===== src/rtl/full_sum_pkg.sv =====
// Shared definitions for the serial multi-operand adder full_sum_seq:
// the frame state encoding and a constant clog2 helper for sizing counters.
package full_sum_pkg;

    typedef enum logic [1:0] {
        IDLE = 2'd0,
        ACC  = 2'd1,
        DONE = 2'd2
    } state_t;

    // Smallest number of bits w such that 2**w >= value.
    function automatic int clog2(input int value);
        int result;
        result = 0;
        while ((1 << result) < value) begin
            result = result + 1;
        end
        return result;
    endfunction

endpackage


===== src/rtl/full_sum_seq_if.sv =====
// Operand-in / sum-out stream bundle for full_sum_seq.
// master = producer/consumer side, slave = the adder itself.
interface full_sum_seq_if #(
    parameter int input_width  = 32,
    parameter int output_width = 32
);
    logic                    CLR;
    logic                    IN_VALID;
    logic                    IN_READY;
    logic [input_width-1:0]  IN_DATA;
    logic                    OUT_VALID;
    logic                    OUT_READY;
    logic [output_width-1:0] SUM;
    logic                    SAT_FLAG;

    modport master (
        output CLR, IN_VALID, IN_DATA, OUT_READY,
        input  IN_READY, OUT_VALID, SUM, SAT_FLAG
    );

    modport slave (
        input  CLR, IN_VALID, IN_DATA, OUT_READY,
        output IN_READY, OUT_VALID, SUM, SAT_FLAG
    );
endinterface


===== src/rtl/full_sum_acc.sv =====
// Registered accumulate step for full_sum_seq.
// Operands are zero-extended or truncated to output_width before adding.
// FULL_SUM_SEQ_SAT_EN: additions clamp at all-ones and a sticky sat bit
// records that the current frame clamped; otherwise additions wrap.
// acc_o/sat_o present the value the accumulator takes at the coming edge,
// so the owner can capture a finished frame without an extra cycle.
module full_sum_acc #(
    parameter int input_width  = 32,
    parameter int output_width = 32
) (
    input  logic                    clk_i,
    input  logic                    rst_i,
    input  logic                    clr_i,
    input  logic                    load_i,
    input  logic                    add_i,
    input  logic [input_width-1:0]  operand_i,
    output logic [output_width-1:0] acc_o,
    output logic                    sat_o
);

    logic [output_width-1:0] acc_q;
    logic [output_width-1:0] acc_d;
    logic [output_width-1:0] opExt;
    logic                    sat_q;
    logic                    sat_d;
`ifdef FULL_SUM_SEQ_SAT_EN
    logic [output_width:0]   sumWide;
`endif

    // Next accumulator value: flush, start a frame, or add one operand.
    always_comb begin
        opExt = output_width'(operand_i);
        acc_d = acc_q;
        sat_d = sat_q;
`ifdef FULL_SUM_SEQ_SAT_EN
        sumWide = {1'b0, acc_q} + {1'b0, opExt};
`endif
        if (clr_i) begin
            acc_d = '0;
            sat_d = 1'b0;
        end else if (load_i) begin
            acc_d = opExt;
            sat_d = 1'b0;
        end else if (add_i) begin
`ifdef FULL_SUM_SEQ_SAT_EN
            if (sumWide[output_width]) begin
                acc_d = '1;
                sat_d = 1'b1;
            end else begin
                acc_d = sumWide[output_width-1:0];
            end
`else
            acc_d = acc_q + opExt;
`endif
        end
    end

    // Running-sum storage.
    always_ff @(posedge clk_i or posedge rst_i) begin
        if (rst_i) begin
            acc_q <= '0;
            sat_q <= 1'b0;
        end else begin
            acc_q <= acc_d;
            sat_q <= sat_d;
        end
    end

    assign acc_o = acc_d;
    assign sat_o = sat_d;

endmodule


===== src/rtl/full_sum_seq.sv =====
// Serial multi-operand adder: takes num_inputs operands one per beat and
// presents their sum on a valid/ready output, bit-identical to full_sum.
// FULL_SUM_SEQ_SAT_EN enables per-step saturation and SAT_FLAG; without it
// the sum wraps and SAT_FLAG stays 0.
module full_sum_seq
    import full_sum_pkg::*;
#(
    parameter int num_inputs   = 4,
    parameter int input_width  = 32,
    parameter int output_width = 32
) (
    input logic           CLK,
    input logic           RST,
    full_sum_seq_if.slave bus
);

    localparam int             CW         = clog2(num_inputs + 1);
    localparam logic [CW-1:0]  LAST_COUNT = CW'(num_inputs - 1);
    localparam logic [CW-1:0]  ONE_COUNT  = CW'(1);

    state_t                  state_q;
    logic [CW-1:0]           count_q;
    logic [output_width-1:0] sum_q;
    logic                    outValid_q;
    logic                    satFlag_q;

    logic [output_width-1:0] accNext;
    logic                    satNext;
    logic                    inReady;
    logic                    inBeat;
    logic                    outBeat;
    logic                    lastBeat;
    logic                    loadAcc;
    logic                    addAcc;

    // Handshake decode; a held result blocks input unless it leaves this cycle.
    always_comb begin
        inReady  = (state_q != DONE) | bus.OUT_READY;
        inBeat   = bus.IN_VALID & inReady & ~bus.CLR;
        outBeat  = outValid_q & bus.OUT_READY;
        loadAcc  = inBeat & (state_q != ACC);
        addAcc   = inBeat & (state_q == ACC);
        lastBeat = (state_q == ACC) ? (count_q == LAST_COUNT) : (num_inputs == 1);
    end

    full_sum_acc #(
        .input_width (input_width),
        .output_width(output_width)
    ) u_acc (
        .clk_i    (CLK),
        .rst_i    (RST),
        .clr_i    (bus.CLR),
        .load_i   (loadAcc),
        .add_i    (addAcc),
        .operand_i(bus.IN_DATA),
        .acc_o    (accNext),
        .sat_o    (satNext)
    );

    // Frame FSM with operand counter and registered result outputs.
    always_ff @(posedge CLK or posedge RST) begin
        if (RST) begin
            state_q    <= IDLE;
            count_q    <= '0;
            sum_q      <= '0;
            outValid_q <= 1'b0;
            satFlag_q  <= 1'b0;
        end else if (bus.CLR) begin
            state_q    <= IDLE;
            count_q    <= '0;
            sum_q      <= '0;
            outValid_q <= 1'b0;
            satFlag_q  <= 1'b0;
        end else begin
            case (state_q)
                IDLE, DONE: begin
                    if (inBeat) begin
                        count_q <= ONE_COUNT;
                        if (lastBeat) begin
                            state_q    <= DONE;
                            outValid_q <= 1'b1;
                            sum_q      <= accNext;
                            satFlag_q  <= satNext;
                        end else begin
                            state_q    <= ACC;
                            outValid_q <= 1'b0;
                        end
                    end else if (outBeat) begin
                        state_q    <= IDLE;
                        count_q    <= '0;
                        outValid_q <= 1'b0;
                    end
                end
                ACC: begin
                    if (inBeat) begin
                        count_q <= count_q + ONE_COUNT;
                        if (lastBeat) begin
                            state_q    <= DONE;
                            outValid_q <= 1'b1;
                            sum_q      <= accNext;
                            satFlag_q  <= satNext;
                        end
                    end
                end
                default: begin
                    state_q    <= IDLE;
                    count_q    <= '0;
                    outValid_q <= 1'b0;
                end
            endcase
        end
    end

    assign bus.IN_READY  = inReady;
    assign bus.OUT_VALID = outValid_q;
    assign bus.SUM       = sum_q;
    assign bus.SAT_FLAG  = satFlag_q;

endmodule


===== src/flat_wrapper.sv =====
// flat-port wrapper written by rule: the top's interface ports become plain ports
module full_sum_seq_flat import full_sum_pkg::*;
#(
    parameter int num_inputs   = 4,
    parameter int input_width  = 32,
    parameter int output_width = 32
)
  (CLK, RST, bus_CLR, bus_IN_VALID, bus_IN_DATA, bus_OUT_READY, bus_IN_READY, bus_OUT_VALID, bus_SUM, bus_SAT_FLAG);
  full_sum_seq_if #(.input_width(input_width), .output_width(output_width)) bus_i ();
  input logic CLK;
  input logic RST;
  input wire logic [$bits(bus_i.CLR)-1:0] bus_CLR;
  input wire logic [$bits(bus_i.IN_VALID)-1:0] bus_IN_VALID;
  input wire logic [$bits(bus_i.IN_DATA)-1:0] bus_IN_DATA;
  input wire logic [$bits(bus_i.OUT_READY)-1:0] bus_OUT_READY;
  output wire logic [$bits(bus_i.IN_READY)-1:0] bus_IN_READY;
  output wire logic [$bits(bus_i.OUT_VALID)-1:0] bus_OUT_VALID;
  output wire logic [$bits(bus_i.SUM)-1:0] bus_SUM;
  output wire logic [$bits(bus_i.SAT_FLAG)-1:0] bus_SAT_FLAG;
  assign bus_i.CLR = bus_CLR;
  assign bus_i.IN_VALID = bus_IN_VALID;
  assign bus_i.IN_DATA = bus_IN_DATA;
  assign bus_i.OUT_READY = bus_OUT_READY;
  assign bus_IN_READY = bus_i.IN_READY;
  assign bus_OUT_VALID = bus_i.OUT_VALID;
  assign bus_SUM = bus_i.SUM;
  assign bus_SAT_FLAG = bus_i.SAT_FLAG;
  full_sum_seq #(.num_inputs(num_inputs), .input_width(input_width), .output_width(output_width)) u_core (.CLK(CLK), .RST(RST), .bus(bus_i));
endmodule

===== config.mk =====
export PLATFORM = sky130hd
export DESIGN_NAME = full_sum_seq_flat
export DESIGN_NICKNAME = d
export VERILOG_FILES = /design/src/rtl/full_sum_pkg.sv /design/src/rtl/full_sum_seq_if.sv /design/src/rtl/full_sum_acc.sv /design/src/rtl/full_sum_seq.sv /design/src/flat_wrapper.sv
export SDC_FILE = /design/constraint.sdc
export NUM_CORES = 1
export LEC_CHECK = 0
export CAP_MARGIN = 20
export CELL_PAD_IN_SITES_DETAIL_PLACEMENT = 0
export CELL_PAD_IN_SITES_GLOBAL_PLACEMENT = 1
export CORE_ASPECT_RATIO = 1.25
export CORE_MARGIN = 3
export CORE_UTILIZATION = 38
export DETAILED_ROUTE_END_ITERATION = 6
export GPL_TIMING_DRIVEN = 0
export HOLD_SLACK_MARGIN = 0.15
export PLACE_DENSITY_LB_ADDON = 0.1
export SLEW_MARGIN = 10
export SYNTH_ARGS = -nofsm -noshare
export SYNTH_HDL_FRONTEND = slang
export SYNTH_SLANG_ARGS = --single-unit

===== constraint.sdc =====
create_clock -name CLK -period 2.7 [get_ports CLK]
set_input_delay 0.27 -clock CLK [delete_from_list [all_inputs] [get_ports CLK]]
set_output_delay 0.27 -clock CLK [all_outputs]
set_load 0.05 [all_outputs]

==> flow_summary_export.csv <==
group,metric,value,unit
run_status,violations,"setup timing",
logic_synthesis,yosysMostFrequentCell,"nor2_1",
min_path,hp-class,"in -> async",
floorplanning,start_util,39.2,%
finish,stdcell_count,803,
clock_network,cts_tree,"built",
routing,drc,0,
setup_path,cp_max_fo,2,
power,ir_drop,0.251,mV
finish,area_growth,37.4,%
finish,antennaDiodeCount,0,
placed_design,place_congestion,0.876,
routing,vias_per_cell,5.72,
logic_synthesis,ys_top_cells_by_count,"nor2_1 (75), dfrtp_1 (71), ha_1 (33)",
setup_path,reg2reg_depth,13,
finish,final_layout_size_suffix_gt1_share,20.0,%
logic_synthesis,synth_cells,532,
timing,clock_skew,9.56,ps
routing,drt_iter0_markers,239,
floorplanning,dieArea,0.0140,mm²
clock_network,numCtsBuffers,9,
routing,dr.pass1.iters,5,
timing,finalCriticalPeriod,2900,ps
logic_synthesis,synth.avg_cell_area,9.04,µm²
routing,drt.antenna.violating_nets,0,
routing,vias,4594,
setup_path,worst_ep_arrival_time,3100,ps
setup_path,rr_endpoint,"u_core.bus.SUM[28]",
logic_synthesis,yosysSeqAreaShare,37.0,%
setup_path,end_kind,"flip-flop",
global_routing,track_usage,23.1,%
logic_synthesis,async_flop_share,100,%
setup_path,endpoint,"u_core.bus.SUM[28]",
setup_path,startpoint_type,"flip-flop",
floorplanning,dieWidth,107,µm
setup_path,critical_path_class,"reg -> reg",
global_routing,overflow,0,
clock_network,clockBufferDepth,2,
run_status,status,"finished, violations left",
logic_synthesis,synthesis.nets,603,
placed_design,dpl.cell_count,767,
clock_network,clkTransAtPathRegs,60,ps
floorplanning,rows,45,
floorplanning,core_area,0.0123,mm²
power,power_density,476,mW/mm²
clock_network,cts_root_buffer,"clkbuf_16",
setup_path,r2r_start,"u_core.u_acc.acc_q[0]",
logic_synthesis,synth-seq-cells,71,
global_routing,first_global_vias,4673,
logic_synthesis,synth_cell_type_count,67,
finish,multi_input_area,0.00321,mm²
global_routing,antenna_found_initial,0,
global_routing,grt_max_degree,43,
finish,fin_area,0.00660,mm²
placed_design,dp_hpwl,11300,µm
setup_path,reg2reg_slack,-200,ps
finish,fillers,1194,
clock_network,cts.sinks,71,
placed_design,place_area,0.00575,mm²
timing,timing.hold.ws,285,ps
clock_network,clk_latency,350,ps
power,power_leakage,2.94,nW
flow_run,max_cap_viol_count,0,
logic_synthesis,synth_top_area_share,37.0,%
timing,slew_headroom,46.7,%
finish,seq_area,0.00178,mm²
placed_design,portBuffers,70,
finish,nNetsFinal,705,
timing,slew_viol_final,0,
clock_network,h-tree-depth,3,
logic_synthesis,yosys.area.top_type,"dfrtp_1",
logic_synthesis,synthTopCellsByArea,"dfrtp_1 (37%), ha_1 (8.6%), nor2_1 (5.9%), a21o_1 (3.9%), a211oi_1 (2.8%)",
timing,rsz0062_at_grt,"true",
timing,finalCritPeriodShare,107,%
setup_path,required,2900,ps
clock_network,hold_buffers,0,
timing,setup_ws,-196,ps
logic_synthesis,syn_area,0.00481,mm²
floorplanning,die_y,132,µm
timing,max_freq,345,MHz
logic_synthesis,yosysWarnings,0,
routing,drt_wl_total,16200,µm
logic_synthesis,synth_edf_count,0,
logic_synthesis,synthFlopType,"dfrtp_1",
setup_path,crit_start,"u_core.u_acc.acc_q[0]",
global_routing,grt_pass1_wl,25400,µm
power,power,3.14,mW
floorplanning,pin_count,72,
timing,tightest_slew,799,ps
timing,finalHoldViolCount,0,
timing,setup_viol,24,
routing,wl_per_cell,20.2,µm
-- per-stage QoR --
step | setup slack [ps] | TNS (ps) | util [%]
2_1_floorplan | 0.139 | 0 | -
4_1_cts | -237 | -2130 | 51.3
5_1_grt | -321 | -6550 | 53.8
3_5_place_dp | -819 | -25240 | 46.8
3_3_place_gp | -809 | -79150 | 46.6
6_report | -196 | -2410 | 53.8
-- worst min-delay path by stage --
| stage | end | start | slack [ps] | depth (start not counted) |
|---|---|---|---|---|
| floorplan | u_core.state_q[0] | bus_OUT_READY | 430 | 2 |
| global placement | u_core.count_q[2] | u_core.count_q[2] | 470 | 2 |
| detailed placement | u_core.bus.SUM[28] | u_core.bus.SUM[28] | 470 | 2 |
| CTS | u_core.bus.SAT_FLAG | RST | 300 | 2 |
| global route | u_core.bus.SUM[0] | RST | 320 | 2 |
| finish | u_core.bus.SUM[3] | RST | 290 | 2 |
-- worst max-delay path, stage by stage, from the launching register on --
cell,delay (ps)
dfrtp_1,380
ha_2,190
inv_2,60
fa_2,190
and2b_2,260
buf_6,120
o31a_1,260
o21ai_2,210
a21oi_2,110
o21ai_2,150
nand3_2,120
a221oi_2,300
xor2_1,280
o31ai_1,100
-- logic make-up (layout without fill, tap and decap cells) --
| kind of cell | count (synthesis) | in the layout | synth area share [%] |
|---|---|---|---|
| and+or+nand+nor | 177 | 177 | 17.8 |
| AOI/OAI and AO/OA | 174 | 174 | 27.0 |
| DFF | 71 | 71 | 37.0 |
| buffers and inverters | 48 | 155 | 3.85 |
| adders and majority gates | 34 | 34 | 9.01 |
| xor gates and xnor gates | 23 | 23 | 4.19 |
| muxes | 5 | 5 | 1.17 |
-- registers in the layout, indices dropped and copies added (netlist names) --
register             count
u_core.u_acc.sat_q       1
u_core.state_q           2
u_core.u_acc.acc_q      32
u_core.count_q           3
u_core.bus.SAT_FLAG      1
u_core.bus.SUM          32
-- power by group --
group / internal [mW] / switching (mW)
registers: 1.10 / 0.0266
clock network: 0.646 / 0.500
logic: 0.374 / 0.493
-- placed cells by master, fill, tap and decap left out, drive strengths merged, types with 7 or more instances in the layout --
cell | Yosys | routed
nor2 | 75 | 75
dfrtp | 71 | 71
clkdlybuf4s50 | 0 | 68
clkbuf | 29 | 34
buf | 7 | 34
ha | 33 | 33
nand2 | 32 | 32
a21oi | 28 | 28
a21o | 25 | 25
o21ai | 24 | 24
a211oi | 21 | 21
nor3 | 13 | 13
xor2 | 12 | 12
inv | 12 | 12
xnor2 | 11 | 11
nand4 | 10 | 10
o21a | 9 | 9
o31ai | 9 | 9
nand3 | 8 | 8
nor3b | 7 | 7
a221oi | 7 | 7
-- what timing repair did --
action,CTS,global route
hold endpoints to repair,0,0
pin swaps,38,46
buffers inserted,17,12
setup endpoints to repair,42,40
gates resized for setup,42,46
-- per-layer routing --
layer	track usage [%]	vias up	share of wire [%]
met2	39.0	108	51
met1	29.4	2260	43
met4	8.74	0	2.5
li1	-	2198	-
met3	3.87	28	4.1
met5	0	-	0
-- layout make-up --
cell class,count,share of cell area [%]
Clock inverter,5,0.512
Tap cell,164,3.11
Clock buffer,11,3.68
Inverter,12,0.720
Sequential cell,71,26.9
Buffer,28,1.71
Timing Repair Buffer,99,14.7
Multi-Input combinational cell,413,48.6
(Power assumes the default switching activity.)
